File: src/rtl/pc_fetch_ctrl.sv
// pc_fetch_ctrl: PC register and imem fetch sequencer with buffered redirects; PC_ALIGN_CHECK_EN adds a sticky misalign check.
module pc_fetch_ctrl #(
  parameter int ADDR_WIDTH = 16,
  parameter logic [ADDR_WIDTH-1:0] RESET_VECTOR = '0
) (
  input  logic                  clk,
  input  logic                  reset,
  output logic [ADDR_WIDTH-1:0] current_address,
  input  logic [ADDR_WIDTH-1:0] next_address,
  input  logic                  branch_taken,
  input  logic [ADDR_WIDTH-1:0] branch_target,
  input  logic                  jump,
  input  logic [ADDR_WIDTH-1:0] jump_target,
  input  logic                  halt,
  output logic                  imem_req,
  input  logic                  imem_ack,
  output logic                  halted,
  output logic                  misalign_err
);
  localparam logic [1:0] BOOT   = 2'd0;
  localparam logic [1:0] FETCH  = 2'd1;
  localparam logic [1:0] HALTED = 2'd2;
  logic [1:0]            state_q, state_d;
  logic [ADDR_WIDTH-1:0] pc_q, pc_d, pend_tgt_q, pend_tgt_d, sel_pc, redir_tgt;
  logic                  pend_v_q, pend_v_d, halt_pend_q, halt_pend_d;
  logic                  in_fetch, ack, redir;
  always_comb begin
    in_fetch    = state_q == FETCH;
    ack         = in_fetch & imem_ack;
    redir       = in_fetch & (jump | branch_taken);
    redir_tgt   = jump ? jump_target : branch_target;
    sel_pc      = (jump | branch_taken) ? redir_tgt : pend_v_q ? pend_tgt_q : next_address;
    pc_d        = ack ? sel_pc : pc_q;
    pend_v_d    = ack ? 1'b0 : pend_v_q | redir;
    pend_tgt_d  = (redir && !ack) ? redir_tgt : pend_tgt_q;
    halt_pend_d = ack ? 1'b0 : halt_pend_q | (in_fetch & halt);
    state_d     = state_q == BOOT ? FETCH :
                  (ack && (halt_pend_q || halt)) ? HALTED : state_q;
  end
  always_ff @(posedge clk or posedge reset) begin
    if (reset) begin
      state_q     <= BOOT;
      pc_q        <= RESET_VECTOR;
      pend_v_q    <= 1'b0;
      pend_tgt_q  <= '0;
      halt_pend_q <= 1'b0;
    end else begin
      state_q     <= state_d;
      pc_q        <= pc_d;
      pend_v_q    <= pend_v_d;
      pend_tgt_q  <= pend_tgt_d;
      halt_pend_q <= halt_pend_d;
    end
  end
`ifdef PC_ALIGN_CHECK_EN
  logic err_q, err_d;
  // only redirect targets are checked; sequential next_address is trusted
  always_comb err_d = err_q | (ack & (jump | branch_taken | pend_v_q) & (sel_pc[1:0] != 2'b00));
  always_ff @(posedge clk or posedge reset) begin
    if (reset) err_q <= 1'b0;
    else       err_q <= err_d;
  end
  assign misalign_err = err_q;
`else
  assign misalign_err = 1'b0;
`endif
  assign current_address = pc_q;
  assign imem_req        = in_fetch;
  assign halted          = state_q == HALTED;
endmodule

File: config.mk
export PLATFORM = sky130hd
export DESIGN_NAME = pc_fetch_ctrl
export DESIGN_NICKNAME = d
export VERILOG_FILES = /design/src/rtl/pc_fetch_ctrl.sv
export SDC_FILE = /design/constraint.sdc
export NUM_CORES = 1
export LEC_CHECK = 0
export CAP_MARGIN = 5
export CORE_MARGIN = 2
export CORE_UTILIZATION = 47
export CTS_CLUSTER_DIAMETER = 40
export DETAILED_ROUTE_END_ITERATION = 16
export PLACE_DENSITY_LB_ADDON = 0.1
export RECOVER_POWER = 50
export SLEW_MARGIN = 20
export SYNTH_ARGS = -nofsm -noshare
export SYNTH_HDL_FRONTEND = slang
export SYNTH_SLANG_ARGS = --single-unit
File: constraint.sdc
create_clock -name clk -period 3.6 [get_ports clk]
set_input_delay 0.9 -clock clk [delete_from_list [all_inputs] [get_ports clk]]
set_output_delay 0.9 -clock clk [all_outputs]
set_load 0.02 [all_outputs]
==> results of run 1 <==
-- layer usage --
| layer | share of wire | vias to the layer above |
|---|---|---|
| met3 | 0.054 | 4 |
| met2 | 0.48 | 45 |
| met1 | 0.45 | 786 |
| li1 | - | 767 |
| met5 | 0 | - |
| met4 | 0.012 | 0 |
-- flip-flops by register name, summed over array words and instances (netlist names) --
signal,count
current_address,16
pend_tgt_q,16
state_q,2
pend_v_q,1
halt_pend_q,1
-- synthesized netlist by cell type, types with 4 or more instances --
cell,count
nand2_1,16
mux2_4,10
a211oi_1,16
nor2b_1,17
nor2_1,19
dfrtp_1,36
a21oi_1,4
clkbuf_1,4
mux2_2,22
buf_2,5
o31ai_1,16
-- placed cells by master, fill, tap and decap left out, drive strengths merged --
cell type and n:
clkdlybuf4s50 63, dfrtp 36, mux2 32, nor2 20, nor2b 17, a211oi 16, nand2 16, o31ai 16
clkbuf 9, dlygate4sd3 8, buf 5, a21oi 4, or2 2, and2b 1, nor3b 1, nand3b 1
inv 1, conb 1
-- cell families (layout without fill, tap and decap cells) --
logic type | after synthesis | after routing | share of synthesized area
other | 1 | 1 | 0.00193
AOI/OAI and AO/OA | 36 | 36 | 0.134
and+or+nand+nor | 58 | 58 | 0.150
muxes | 32 | 32 | 0.205
buffers and inverters | 14 | 86 | 0.0463
DFF | 36 | 36 | 0.463
-- power by group --
group	internal (mW)	switching (mW)
combinational	0.440	0.351
clock	0.156	0.137
sequential	0.603	0.163
total	1.20	0.652
-- worst register-to-register path: stages, from the launching register on --
cell and delay, ns:
dfrtp_1 0.39, and2b_2 0.28, nor3b_4 0.38, buf_4 0.25, mux2_2 0.34
-- per-stage QoR --
stage / util / instance area [µm²] / hold slack, ns / total power [mW] / setup WS [ns]
2_1_floorplan: - / 1940 / 0.461 / 1.24 / 1.53
3_3_place_gp: 0.669 / 2680 / 0.459 / 1.55 / 0.987
3_5_place_dp: 0.669 / 2680 / 0.467 / 1.58 / 0.957
4_1_cts: 0.692 / 2770 / 0.482 / 1.88 / 1.11
5_1_grt: 0.691 / 2760 / 0.503 / 1.97 / 0.973
6_report: 0.691 / 2760 / 0.472 / 1.85 / 1.12
-- area by class of cell --
| cell class | instances | area (µm²) | area share |
|---|---|---|---|
| multi-input cells | 127 | 953 | 0.345 |
| flip-flops and latches | 36 | 901 | 0.326 |
| repair buffers | 77 | 752 | 0.272 |
| clock buffers | 8 | 90.1 | 0.0326 |
| well taps | 50 | 62.6 | 0.0226 |
| inverters | 1 | 3.75 | 0.00136 |
-- worst paths after layout --
kind                                      end  slack (ns)
max in group asynchronous          state_q[1]        1.27
setup / recovery                     imem_req        1.12
min in group asynchronous  current_address[7]        1.24
hold reg to reg            current_address[1]        0.47
setup reg to reg                pend_tgt_q[4]        1.84
hold / removal             current_address[1]        0.47
==> impl_metrics.json, run 1 <==
{
  "outcome": "finished clean",
  "cp.depth": 2,
  "cts_hold_buf": 0,
  "place_congestion": 0.807,
  "busiest_layer": "met2",
  "worstSkewPairLatency_ns": 0.29,
  "final_cells": 299,
  "power_density_nw_per_um2": 670,
  "finalSetupViolations": 0,
  "grt_usage": 0.215,
  "post_synth_instance_area_um2": 1940,
  "ir_drop_v": 0.000392,
  "cp_cell_sequence": "and2b_2 -> clkdlybuf4s50_1",
  "fillers": 308,
  "worstRegToRegCells": 4,
  "n_antenna_cell": 0,
  "drc": 0,
  "drt-pass1-iter-count": 4,
  "worst_pin_slew_ns": 1.08,
  "yosysTopAreaCellShare": 0.463,
  "hold_depth": 2,
  "vias_per_cell": 5.36,
  "rsz0062_at_grt": "no",
  "ys.flop_type": "dfrtp_1",
  "crit_start": "state_q[1]",
  "grt_first_pass_wirelength_um": 7260,
  "use_met2": 0.342,
  "yosysTopAreaCell": "dfrtp_1",
  "ioPinCount": 73,
  "clkTransAtPathRegs_ns": 0.07,
  "synth-seq-area-share": 0.463,
  "drive_above_1_share": 0.193,
  "syn_to_final_growth_pct": 42.1,
  "start_util": 0.486,
  "antenna_found_initial": 0,
  "slowest_stage": "clkdlybuf4s50_1",
  "fmax_mhz": 403,
  "finalNetCount": 302,
  "cts_buffers": 5,
  "r2r_start": "state_q[1]",
  "core_area_um2": 4000,
  "synth_edf_count": 0,
  "vias": 1602,
  "crit_required_ns": 2.70,
  "synth_cells": 177,
  "dieArea_um2": 4670,
  "core.rowCount": 23,
  "critical_path.top_delay_family": "buffers and inverters",
  "grt_use_met3": 0.0641,
  "fin_crit_ns": 2.48,
  "cts.repair.resized": 0,
  "gr-total-overflow": 0,
  "drt-total-wl_um": 4580,
  "cts_tree": "built",
  "hold_viol": 0,
  "grt_max_degree": 34,
  "p_leak_nw": 1.14,
  "finClkSkew_ns": 0.00269,
  "cts_root_buf": "clkbuf_8",
  "post_cts_buffers": 0,
  "arrival_ns": 1.58,
  "async_flop_share": 1.00,
  "grt_pass1_vias": 1600,
  "portBuffers": 71,
  "slew_viol_final": 0,
  "crit_fanout": 6,
  "ys_ff_latch": 36,
  "end_kind": "output port",
  "min_period_over_period": 0.689,
  "hp-class": "reg2reg",
  "yosysUniqueCellTypes": 21,
  "synth.avg_cell_area_um2": 11.0,
  "cts_sinks": 36,
  "startpoint_type": "flip-flop",
  "post-dp-hpwl_um": 3200,
  "synth_area_leaders": "dfrtp_1 46%, mux2_2 13%, mux2_4 7.7%, a211oi_1 6.2%, o31ai_1 6.2%",
  "crit_buf_inv": 1,
  "met1_usage": 0.269,
  "ant_nets": 0,
  "die_h_um": 68.3,
  "cap_violations": 0,
  "slowest_delay_ns": 0.62,
  "hold_start": "current_address[1]",
  "dp_cells": 291,
  "yosysWarnings": 0,
  "clockBufferDepth": 2,
  "slew_headroom": 0.278,
  "setup-tns-final_ns": 0,
  "first_iter_violations": 84,
  "wl_per_cell_um": 15.3,
  "h-tree-depth": 2,
  "syn-num-nets": 231,
  "die_w_um": 68.3,
  "critical_path_class": "reg2out"
}
Power figures use the tool's default switching activity.
==> run 2: changes to the inputs <==
Settings changed: CORE_UTILIZATION 47 to 44.
Clock period 3.6 ns to 2.6 ns, I/O delays scaled along.
==> impl_metrics.json, run 2 (synthesis results as in run 1) <==
{
  "outcome": "finished clean",
  "place_area_um2": 2690,
  "power_mw": 2.71,
  "p_sw_frac": 0.339,
  "vias_per_cell": 5.32,
  "startpoint_type": "flip-flop",
  "grt_use_met3": 0.0577,
  "n_antenna_cell": 0,
  "grt_usage": 0.211,
  "core_area_um2": 4290,
  "rsz0062_at_grt": "no",
  "cts_hold_buf": 0,
  "cts_tree": "built",
  "ir_drop_v": 0.000592,
  "gr-total-overflow": 0,
  "fin_util": 0.656,
  "hp-class": "reg2reg",
  "p_clk_frac": 0.198,
  "hold_depth": 2,
  "clkTransAtPathRegs_ns": 0.08,
  "cts.repair.resized": 0,
  "vias": 1611,
  "use_met2": 0.355,
  "place_congestion": 0.760,
  "final_area_um2": 2820,
  "p_switching_mw": 0.918,
  "drt-pass1-iter-count": 4,
  "p_seq_frac": 0.393,
  "die_h_um": 70.5,
  "drc": 0,
  "busiest_layer": "met2",
  "die_w_um": 70.5,
  "multi_input_area_um2": 953,
  "syn_to_final_growth_pct": 44.8,
  "met1_usage": 0.258,
  "worstRegToRegCells": 4,
  "cts_root_buf": "clkbuf_8",
  "dieArea_um2": 4970,
  "crit_required_ns": 1.95,
  "drive_above_1_share": 0.211,
  "fmax_mhz": 446,
  "core.rowCount": 24,
  "wl_per_cell_um": 16.1,
  "cap_violations": 0,
  "grt_pass1_vias": 1757,
  "slew_viol_final": 0,
  "finalNetCount": 304,
  "power_density_nw_per_um2": 962,
  "holdWs_ns": 0.478,
  "finClkSkew_ns": 0.0111,
  "arrival_ns": 1.59,
  "finalSetupViolations": 0,
  "final_cell_mix": "65 x clkdlybuf4s50_1, 35 x dfrtp_1, 22 x mux2_2, 19 x nor2_1, 17 x nor2b_1",
  "h-tree-depth": 2,
  "grt_max_degree": 37,
  "setup-tns-final_ns": 0,
  "portBuffers": 71,
  "fillers": 337,
  "antenna_found_initial": 0,
  "ioPinCount": 73,
  "p_leak_nw": 1.16,
  "final_common_cell": "clkdlybuf4s50_1",
  "internal-power_mw": 1.79,
  "worstSkewPairLatency_ns": 0.29,
  "critical_path_class": "reg2out",
  "worst_pin_slew_ns": 0.889,
  "first_iter_violations": 49,
  "fin_crit_ns": 2.24,
  "crit_fanout": 6,
  "post-dp-hpwl_um": 3470,
  "hold_viol": 0,
  "seq_area_um2": 902,
  "start_util": 0.453,
  "post_cts_buffers": 0,
  "cts_sinks": 36,
  "ant_nets": 0,
  "cts_buffers": 5,
  "min_period_over_period": 0.863,
  "combPwrFrac": 0.409,
  "drt-total-wl_um": 4880,
  "grt_first_pass_wirelength_um": 8190,
  "slew_headroom": 0.408,
  "clockBufferDepth": 2,
  "end_kind": "output port"
}
-- run 2: changes by cell type in the layout (fill, tap and decap cells not counted) --
cell,previous run,this run
clkbuf_1,3,1
clkdlybuf4s50_1,63,65
dlygate4sd3_1,8,6
buf_4,5,6
bufinv_16,0,1
clkbuf_2,0,1
clkbuf_8,6,7
dfrtp_1,36,35
dfrtp_2,0,1
-- run 2: path summary, 6_finish.rpt --
path / endpoint / startpoint / slack [ns]
worst min-delay path: current_address[8] / current_address[8] / 0.48
max in group asynchronous: pend_v_q / reset / 0.93
worst max-delay path: imem_req / state_q[1] / 0.36
worst min register to register: current_address[8] / current_address[8] / 0.48
min in group asynchronous: current_address[7] / reset / 1.06
worst max register to register: pend_tgt_q[1] / state_q[1] / 0.92
-- run 2: per-layer routing --
| layer | part of all wire | wire (µm) |
|---|---|---|
| met5 | 0 | 0 |
| met1 | 0.44 | 2130 |
| met4 | 0.014 | 66 |
| met3 | 0.049 | 239 |
| met2 | 0.50 | 2440 |
-- run 2: final cells by class --
| type | count | share of cell area |
|---|---|---|
| Sequential cell | 36 | 0.320 |
| Tap cell | 52 | 0.0231 |
| Multi-Input combinational cell | 127 | 0.339 |
| Timing Repair Buffer | 79 | 0.272 |
| Inverter | 1 | 0.00133 |
| Clock buffer | 7 | 0.0342 |
| Clock inverter | 1 | 0.0107 |
-- run 2: stage by stage --
stage | worst slack [ns] | std cells
after floorplan | 0.777 | 177
after global placement | 0.287 | 295
after global routing | 0.295 | 303
after CTS | 0.358 | 303
final | 0.356 | 303
after detailed placement | 0.264 | 295
-- run 2: power by group through the flow --
stage	registers (mW)	clock network, mW	logic, mW
finish	1.06	0.536	1.11
global route	1.10	0.574	1.21
CTS	1.06	0.548	1.14
detailed placement	1.07	0	1.13
global placement	1.06	0	1.10
floorplan	1.12	0	0.599
-- run 2: worst max-delay path, cell delays in order (launching register included) --
cell and delay, ns:
dfrtp_1 0.41, and2b_2 0.28, clkdlybuf4s50_1 0.62
==> run 3: changes to the inputs <==
--- a/config.mk
+++ b/config.mk
@@ -11,6 +11,7 @@
 export CTS_CLUSTER_DIAMETER = 40
 export DETAILED_ROUTE_END_ITERATION = 16
-export PLACE_DENSITY_LB_ADDON = 0.1
+export PLACE_DENSITY = 0.79
 export RECOVER_POWER = 50
+export SKIP_LAST_GASP = 1
 export SLEW_MARGIN = 20
 export SYNTH_ARGS = -nofsm -noshare
==> constraint.sdc (replaced) <==
create_clock -name clk -period 2.6 [get_ports clk]
set_input_delay 0.65 -clock clk [delete_from_list [all_inputs] [get_ports clk]]
set_output_delay 0.65 -clock clk [all_outputs]
set_load 0.01 [all_outputs]
==> impl_metrics.json, run 3 (synthesis results as in run 1) <==
{
  "outcome": "finished clean",
  "crit_required_ns": 1.95,
  "antenna_found_initial": 0,
  "ant_nets": 0,
  "drt-total-wl_um": 4480,
  "dieArea_um2": 4970,
  "cap_violations": 0,
  "syn_to_final_growth_pct": 42.8,
  "cts.repair.resized": 0,
  "power_density_nw_per_um2": 883,
  "holdWs_ns": 0.472,
  "fin_crit_ns": 2.15,
  "ir_drop_v": 0.000475,
  "die_h_um": 70.5,
  "fillers": 364,
  "cts_hold_buf": 0,
  "post_cts_buffers": 0,
  "crit_buf_inv": 1,
  "slew_viol_final": 0,
  "final_area_um2": 2780,
  "place_area_um2": 2690,
  "cts_sinks": 36,
  "wl_per_cell_um": 14.8,
  "min_period_over_period": 0.827,
  "portBuffers": 71,
  "vias": 1572,
  "hold_viol": 0,
  "place_congestion": 0.733,
  "rsz0062_at_grt": "no",
  "h-tree-depth": 2,
  "ioPinCount": 73,
  "core_area_um2": 4290,
  "finClkSkew_ns": 0.00859,
  "finalNetCount": 303,
  "slew_headroom": 0.334,
  "cts_buffers": 5,
  "start_util": 0.453,
  "finalSetupViolations": 0,
  "dp_cells": 294,
  "worst_pin_slew_ns": 0.998,
  "grt_max_degree": 37,
  "fmax_mhz": 465,
  "worstSkewPairLatency_ns": 0.30,
  "drive_above_1_share": 0.208,
  "end_kind": "output port",
  "hp-class": "reg2reg",
  "clkTransAtPathRegs_ns": 0.07,
  "first_iter_violations": 91,
  "drc": 0,
  "final_common_cell": "clkdlybuf4s50_1",
  "post-dp-hpwl_um": 3210,
  "cp_cell_sequence": "and2b_2 -> clkdlybuf4s50_1",
  "core.rowCount": 24,
  "grt_first_pass_wirelength_um": 7560,
  "critical_path_class": "reg2out",
  "grt_usage": 0.197,
  "startpoint_type": "flip-flop",
  "grt_pass1_vias": 1609,
  "crit_fanout": 6,
  "final_cell_mix": "64 x clkdlybuf4s50_1, 36 x dfrtp_1, 22 x mux2_2, 19 x nor2_1, 17 x nor2b_1",
  "slowest_stage": "clkdlybuf4s50_1",
  "setup-tns-final_ns": 0,
  "drt-pass1-iter-count": 4,
  "cts_tree": "built",
  "final_cells": 302,
  "slowest_delay_ns": 0.54,
  "cts_root_buf": "clkbuf_8",
  "p_leak_nw": 1.15,
  "critical_path.top_delay_family": "buffers and inverters",
  "n_antenna_cell": 0,
  "gr-total-overflow": 0,
  "arrival_ns": 1.50,
  "r2r_slack_ns": 0.92,
  "die_w_um": 70.5,
  "vias_per_cell": 5.21,
  "clockBufferDepth": 2
}
run 3: cell types whose count changed in the layout (fill, tap and decap cells not counted):
cell | before | now
bufinv_16 | 1 | 0
dfrtp_1 | 35 | 36
clkbuf_8 | 7 | 6
clkbuf_1 | 1 | 0
clkdlybuf4s50_1 | 65 | 64
dlygate4sd3_1 | 6 | 7
clkinv_2 | 0 | 2
dfrtp_2 | 1 | 0
run 3: layer usage:
| layer | wire (µm) | track usage |
|---|---|---|
| met5 | 0 | 0 |
| met4 | 72 | 0.0769 |
| met3 | 179 | 0.0519 |
| met2 | 2330 | 0.333 |
| met1 | 1900 | 0.238 |
run 3: path summary, 6_finish.rpt:
check                           cells past startpoint                 from                  end
worst max register to register                      4           state_q[1]        pend_tgt_q[6]
max in group asynchronous                           3                reset           state_q[1]
min in group asynchronous                           3                reset   current_address[7]
worst min register to register                      2  current_address[11]  current_address[11]
worst min-delay path                                2  current_address[11]  current_address[11]
worst max-delay path                                2           state_q[1]             imem_req
run 3: cell type report:
| type | instances | area [µm²] | share of cell area |
|---|---|---|---|
| Clock buffer | 6 | 82.6 | 0.0297 |
| Clock inverter | 2 | 10.0 | 0.00361 |
| Inverter | 1 | 3.75 | 0.00135 |
| Multi-Input combinational cell | 127 | 953 | 0.343 |
| Sequential cell | 36 | 901 | 0.324 |
| Tap cell | 52 | 65.1 | 0.0234 |
| Timing Repair Buffer | 78 | 761 | 0.274 |
run 3: metrics by stage:
stage / power [mW] / utilization / setup WS [ns]
detailed placement: 2.07 / 0.626 / 0.281
CTS: 2.49 / 0.647 / 0.437
global route: 2.62 / 0.647 / 0.398
finish: 2.45 / 0.647 / 0.450
global placement: 2.04 / 0.626 / 0.333
floorplan: 1.61 / - / 0.777
run 3: where the power goes:
group          switching, mW  total (mW)  internal, mW
logic                  0.377       0.988         0.611
registers              0.219        1.05         0.835
clock network          0.200       0.411         0.211
run 3: worst min-delay path, cell delays in order (launching register included):
cell	delay, ns
dfrtp_1	0.34
nand2_1	0.05
o31ai_1	0.05
